`src/rtl/axi4_lite_slave_regs.sv`:
```
// axi4_lite_slave_regs: AXI4-Lite responder terminating all five channels into a
// word-addressed register file of NUM_REGS entries.
// Write address and write data are accepted independently, in either order, and
// committed together under the byte strobes. Reads are served one at a time with
// registered data.
// Optional feature macro: AXIL_SLV_DECERR_RESP_EN. When it is defined, out-of-range
// accesses answer SLVERR and out-of-range writes do not pulse reg_wr_pulse_out.
module axi4_lite_slave_regs #(
  parameter int ADDR_WIDTH = 32,
  parameter int DATA_WIDTH = 32,
  parameter int STRB_WIDTH = DATA_WIDTH / 8,
  parameter int NUM_REGS   = 16
) (
  input  logic                  axi4_lite_clk,
  input  logic                  axi4_lite_rstn,
  input  logic [ADDR_WIDTH-1:0] S_AW_ADDR_IN,
  input  logic                  S_AW_VALID_IN,
  output logic                  S_AW_READY_OUT,
  input  logic [DATA_WIDTH-1:0] S_W_DATA_IN,
  input  logic [STRB_WIDTH-1:0] S_W_STRB_IN,
  input  logic                  S_W_VALID_IN,
  output logic                  S_W_READY_OUT,
  output logic [1:0]            S_B_RESP_OUT,
  output logic                  S_B_VALID_OUT,
  input  logic                  S_B_READY_IN,
  input  logic [ADDR_WIDTH-1:0] S_AR_ADDR_IN,
  input  logic                  S_AR_VALID_IN,
  output logic                  S_AR_READY_OUT,
  output logic [DATA_WIDTH-1:0] S_R_DATA_OUT,
  output logic [1:0]            S_R_RESP_OUT,
  output logic                  S_R_VALID_OUT,
  input  logic                  S_R_READY_IN,
  output logic                  reg_wr_pulse_out,
  output logic [7:0]            reg_wr_index_out
);

  localparam int LSB  = $clog2(STRB_WIDTH);
  localparam int IDXW = ADDR_WIDTH - LSB;
  localparam int RIW  = (NUM_REGS > 1) ? $clog2(NUM_REGS) : 1;
  // One extra bit, so that NUM_REGS == 2**IDXW does not wrap to zero.
  localparam logic [IDXW:0] NREGS_W = (IDXW + 1)'(NUM_REGS);
  localparam logic [1:0] RESP_OKAY   = 2'b00;
  localparam logic [1:0] RESP_SLVERR = 2'b10;

  typedef enum logic [1:0] {RD_IDLE = 2'd0, RD_DATA = 2'd1} rd_state_e;

  logic [NUM_REGS-1:0][DATA_WIDTH-1:0] regs_q;

  // Write-path state
  logic                  aw_held_q, w_held_q;
  logic [ADDR_WIDTH-1:0] aw_addr_q;
  logic [DATA_WIDTH-1:0] w_data_q;
  logic [STRB_WIDTH-1:0] w_strb_q;
  logic                  b_valid_q;
  logic [1:0]            b_resp_q;
  logic                  pulse_q;
  logic [7:0]            wr_idx_q;

  // Read-path state
  rd_state_e             rd_state_q;
  logic                  r_valid_q;
  logic [DATA_WIDTH-1:0] r_data_q;
  logic [1:0]            r_resp_q;

  logic                  aw_hs, w_hs, commit;
  logic [ADDR_WIDTH-1:0] aw_addr_d;
  logic [DATA_WIDTH-1:0] w_data_d;
  logic [STRB_WIDTH-1:0] w_strb_d;
  logic [IDXW-1:0]       wr_idx, rd_idx;
  logic                  wr_in_range, rd_in_range;
  logic [RIW-1:0]        wr_ridx, rd_ridx;
  logic [1:0]            b_resp_d, r_resp_d;
  logic                  pulse_d;

  // Readies are gated by the reset input, so they read 0 while reset is held
  // and come back the moment it releases.
  assign S_AW_READY_OUT = axi4_lite_rstn && !aw_held_q && !b_valid_q;
  assign S_W_READY_OUT  = axi4_lite_rstn && !w_held_q && !b_valid_q;
  assign S_AR_READY_OUT = axi4_lite_rstn && (rd_state_q == RD_IDLE);

  assign aw_hs = S_AW_VALID_IN && S_AW_READY_OUT;
  assign w_hs  = S_W_VALID_IN && S_W_READY_OUT;

  // A payload arriving this cycle takes precedence over a held copy.
  // The two can never both be live, because the ready is low while held.
  assign aw_addr_d = aw_hs ? S_AW_ADDR_IN : aw_addr_q;
  assign w_data_d  = w_hs ? S_W_DATA_IN : w_data_q;
  assign w_strb_d  = w_hs ? S_W_STRB_IN : w_strb_q;
  assign commit    = !b_valid_q && (aw_held_q || aw_hs) && (w_held_q || w_hs);

  assign wr_idx      = IDXW'(aw_addr_d >> LSB);
  assign wr_in_range = {1'b0, wr_idx} < NREGS_W;
  assign wr_ridx     = RIW'(wr_idx);
  assign rd_idx      = IDXW'(S_AR_ADDR_IN >> LSB);
  assign rd_in_range = {1'b0, rd_idx} < NREGS_W;
  assign rd_ridx     = RIW'(rd_idx);

`ifdef AXIL_SLV_DECERR_RESP_EN
  assign b_resp_d = wr_in_range ? RESP_OKAY : RESP_SLVERR;
  assign r_resp_d = rd_in_range ? RESP_OKAY : RESP_SLVERR;
  assign pulse_d  = wr_in_range;
`else
  assign b_resp_d = RESP_OKAY;
  assign r_resp_d = RESP_OKAY;
  assign pulse_d  = 1'b1;
`endif

  // Write path: capture AW and W, commit under the strobes, and hold B until it is accepted.
  always_ff @(posedge axi4_lite_clk) begin
    if (!axi4_lite_rstn) begin
      regs_q    <= '0;
      aw_held_q <= 1'b0;
      w_held_q  <= 1'b0;
      aw_addr_q <= '0;
      w_data_q  <= '0;
      w_strb_q  <= '0;
      b_valid_q <= 1'b0;
      b_resp_q  <= RESP_OKAY;
      pulse_q   <= 1'b0;
      wr_idx_q  <= '0;
    end else begin
      pulse_q <= 1'b0;
      if (aw_hs) begin
        aw_held_q <= 1'b1;
        aw_addr_q <= S_AW_ADDR_IN;
      end
      if (w_hs) begin
        w_held_q <= 1'b1;
        w_data_q <= S_W_DATA_IN;
        w_strb_q <= S_W_STRB_IN;
      end
      if (commit) begin
        if (wr_in_range) begin
          for (int b = 0; b < STRB_WIDTH; b++) begin
            if (w_strb_d[b]) regs_q[wr_ridx][8*b +: 8] <= w_data_d[8*b +: 8];
          end
        end
        b_valid_q <= 1'b1;
        b_resp_q  <= b_resp_d;
        pulse_q   <= pulse_d;
        wr_idx_q  <= 8'(wr_idx);
      end
      if (b_valid_q && S_B_READY_IN) begin
        b_valid_q <= 1'b0;
        aw_held_q <= 1'b0;
        w_held_q  <= 1'b0;
      end
    end
  end

  // Read FSM: latch the data on the AR handshake and hold R until it is accepted.
  // The read samples regs_q before any write lands on the same edge.
  always_ff @(posedge axi4_lite_clk) begin
    if (!axi4_lite_rstn) begin
      rd_state_q <= RD_IDLE;
      r_valid_q  <= 1'b0;
      r_data_q   <= '0;
      r_resp_q   <= RESP_OKAY;
    end else begin
      case (rd_state_q)
        RD_IDLE: begin
          if (S_AR_VALID_IN) begin
            r_data_q   <= rd_in_range ? regs_q[rd_ridx] : '0;
            r_resp_q   <= r_resp_d;
            r_valid_q  <= 1'b1;
            rd_state_q <= RD_DATA;
          end
        end
        RD_DATA: begin
          if (S_R_READY_IN) begin
            r_valid_q  <= 1'b0;
            rd_state_q <= RD_IDLE;
          end
        end
        default: begin
          r_valid_q  <= 1'b0;
          rd_state_q <= RD_IDLE;
        end
      endcase
    end
  end

  assign S_B_VALID_OUT    = b_valid_q;
  assign S_B_RESP_OUT     = b_resp_q;
  assign S_R_VALID_OUT    = r_valid_q;
  assign S_R_DATA_OUT     = r_data_q;
  assign S_R_RESP_OUT     = r_resp_q;
  assign reg_wr_pulse_out = pulse_q;
  assign reg_wr_index_out = wr_idx_q;

endmodule

```
`config.mk`:
```
export PLATFORM = sky130hd
export DESIGN_NAME = axi4_lite_slave_regs
export DESIGN_NICKNAME = d
export VERILOG_FILES = /design/src/rtl/axi4_lite_slave_regs.sv
export SDC_FILE = /design/constraint.sdc
export NUM_CORES = 1
export LEC_CHECK = 0
export CAP_MARGIN = 30
export CORE_MARGIN = 1
export CORE_UTILIZATION = 55
export DETAILED_ROUTE_END_ITERATION = 10
export PLACE_DENSITY = 0.85
export SLEW_MARGIN = 5
export SYNTH_ARGS = -nofsm -noshare
export SYNTH_HDL_FRONTEND = slang
export SYNTH_SLANG_ARGS = --single-unit
```
`constraint.sdc`:
```
create_clock -name axi4_lite_clk -period 2.4 [get_ports axi4_lite_clk]
set_input_delay 0.48 -clock axi4_lite_clk [delete_from_list [all_inputs] [get_ports axi4_lite_clk]]
set_output_delay 0.48 -clock axi4_lite_clk [all_outputs]
set_load 0.1 [all_outputs]
```
==> flow_metrics.py <==
metrics = {
    "outcome": {
        "outcome": "completed",
    },
    "flow_run": {
        "drv_cap": 0,
    },
    "floorplan": {
        "die_y_um": 227,
        "dieWidth_um": 227,
        "coreArea_um2": 50200,
        "rows": 82,
        "ios": 157,
        "start_util_pct": 55.7,
        "dieArea_um2": 51700,
    },
    "synthesis": {
        "synth_enable_flop_cells": 0,
        "netlist_top_cells_count": "633 x nand2_1, 623 x dfxtp_1, 521 x mux2i_1, 128 x mux4_2, 125 x clkbuf_1",
        "synth-seq-area-share_pct": 44.7,
        "synthCells": 2471,
        "avgSynthCellArea_um2": 11.3,
        "synth_area_um2": 27900,
        "ys_async_sr_fraction_pct": 0,
        "ys_seq_elements": 623,
        "yosysTopAreaCell": "dfxtp_1",
        "synth_warnings": 0,
        "ys.flop_type": "dfxtp_1",
        "synth_cell_types": 47,
        "synth_top_area_share_pct": 44.7,
        "yosys-top-cells-area": "dfxtp_1 45%, mux2i_1 19%, mux4_2 10%",
        "yosysMostFrequentCell": "nand2_1",
    },
    "pwr": {
        "p_leak_uw": 0.0158,
        "p_sw_uw": 5510,
        "pwr-share-clk_pct": 42.6,
        "p_per_area_nw_per_um2": 651,
        "p_int_uw": 16900,
        "peakVddDrop_uv": 562,
        "p_seq_share_pct": 46.6,
        "pwr-share-comb_pct": 10.8,
        "p_sw_share_pct": 24.6,
    },
    "clocking": {
        "cts_buffer_depth": 3,
        "cts.sinks": 623,
        "cts-buffers-inserted": 61,
        "worstSkewPairLatency_ps": 620,
        "cts.root.buffer_cell": "clkbuf_16",
        "postCtsHoldBufs": 0,
        "htreeDepth": 2,
        "cts_tree": "yes",
        "clk_pin_slew_ps": 60,
    },
    "worst_setup_path": {
        "cp_data_required_time_ps": 2920,
        "cp_max_fo": 14,
        "crit_type": "reg -> reg",
        "rr_startpoint": "aw_addr_q[22]$_SDFF_PN0_",
        "worstPathArrival_ps": 2850,
        "end_kind": "flop",
        "crit_path_start": "aw_addr_q[22]$_SDFF_PN0_",
        "startpoint_type": "flop",
    },
    "final_layout": {
        "fill_cells": 3261,
        "syn_to_final_growth_pct": 23.5,
        "final_util_pct": 68.8,
        "fin_nets": 2828,
        "drive_above_1_share_pct": 23.1,
    },
    "route": {
        "dr.first_iter.drc_count": 1673,
        "dr.pass1.iters": 5,
        "ant_nets": 0,
        "drc": 0,
        "via_per_inst": 5.99,
        "wire_per_inst_um": 21.5,
        "wirelength_mm": 73.9,
        "vias": 20619,
    },
    "sta": {
        "hold_viol_final": 0,
        "fin_ws_ps": 71.0,
        "rsz0062_at_grt": "false",
        "tightest_slew_ps": 914,
        "max_freq_mhz": 429,
        "clock_skew_ps": 16.0,
        "setup-violations-final": 0,
        "layout_min_cycle_time_ps": 2330,
        "fin_crit_sh_pct": 97.0,
        "fin_hold_ws_ps": 414,
        "report.final.slew_viol_count": 0,
        "relSlewSlack_pct": 39.1,
    },
    "placement": {
        "place_hpwl_mm": 47.1,
        "port_buffers": 148,
        "gp_congestion": 0.853,
        "post-place-ws_ps": -437,
    },
    "grt": {
        "antenna_found_initial": 2,
        "grt_pass1_vias": 21674,
        "grt_pass1_wl_mm": 116,
        "grt_usage_pct": 28.6,
        "grt_max_degree": 192,
        "grt-ovfl-total": 0,
    },
    "min_path": {
        "hp-start": "axi4_lite_rstn",
        "hp-class": "in -> reg",
    },
}
[layer usage]
layer / GRT usage (%) / vias up / wire length [um]
met4: 14.9 / 0 / 3770
met5: 0 / - / 0
li1: - / 9322 / -
met1: 34.3 / 10304 / 28800
met2: 49.6 / 734 / 37100
met3: 4.41 / 259 / 4270
[state kept, by name (all words and copies together) (netlist names)]
signal,cells
w_held_q,1
S_R_VALID_OUT,1
S_B_VALID_OUT,1
reg_wr_index_out,8
reg_wr_pulse_out,1
regs_q,512
w_strb_q,4
S_R_DATA_OUT,32
aw_addr_q,30
w_data_q,32
aw_held_q,1
[critical path, cell delays in order, from the launching register on]
cell	delay [ps]
dfxtp_1	320
nor4_2	340
nand4_1	280
nor3_4	300
buf_4	200
buf_12	210
o2111ai_4	300
mux2i_1	270
[logic make-up (layout without fill, tap and decap cells)]
family,after synthesis,count (layout),share of synthesized area [%]
simple gates,720,720,10.5
other cells,1,7,0.0134
flops,623,623,44.7
compound gates,212,212,10.5
mux,686,686,30.5
buf+inv,229,522,3.81
[per-stage QoR]
stage,area (um2),instances,TNS (ps),power [uW]
2_1_floorplan,28000,2474,-142060,12100
3_3_place_gp,32300,3322,-149330,13000
3_5_place_dp,32300,3322,-167660,13000
4_1_cts,34400,3438,0,22500
5_1_grt,34500,3442,0,23100
6_report,34500,3442,0,22500
[placed cells by master (no fill, tap or decap), types with 22 or more instances in the layout]
cell | synthesis | layout
a21boi_0 | 22 | 22
buf_12 | 1 | 113
buf_4 | 22 | 163
clkbuf_16 | 0 | 62
clkdlybuf4s50_1 | 0 | 98
dfxtp_1 | 623 | 622
inv_1 | 35 | 35
mux2_2 | 33 | 33
mux2i_1 | 521 | 520
mux4_2 | 128 | 128
nand2_1 | 633 | 632
o2111ai_4 | 60 | 60
o22ai_1 | 64 | 64
o31ai_1 | 31 | 31
[final timing paths]
check                                      to  slack [ps]  depth (start not counted)
max                  regs_q[116]$_SDFFE_PN0P_          70                          7
min          reg_wr_index_out[7]$_SDFFE_PN0P_         410                          3
max reg2reg          regs_q[116]$_SDFFE_PN0P_          70                          7
min reg2reg          regs_q[503]$_SDFFE_PN0P_         460                          2
[power groups by stage]
| stage | Clock [uW] | Combinational, uW | Sequential (uW) |
|---|---|---|---|
| after CTS | 9680 | 2370 | 10500 |
| after floorplan | 0 | 1250 | 10800 |
| after global placement | 0 | 2300 | 10700 |
| final | 9580 | 2420 | 10500 |
| after global routing | 10100 | 2520 | 10500 |
| after detailed placement | 0 | 2350 | 10700 |
[cell type report]
class                   count  area (um2)  area share, %
clock buffers              89        1800           5.22
inverters                  35         131          0.381
diodes                      3        7.51         0.0218
clock inverters            20         213          0.617
repair buffers            378        4550           13.2
well taps                 672         841           2.44
flip-flops and latches    623       12500           36.2
multi-input cells        1622       14500           42.0
[what timing repair did]
| action | CTS | global route |
|---|---|---|
| buffers inserted | 7 | 0 |
| setup endpoints to repair | 153 | 46 |
| resized for setup | 1 | 3 |
| pin swaps | 9 | 13 |
| gates cloned | 0 | 1 |
No activity file was read; power rests on OpenSTA's default activity.
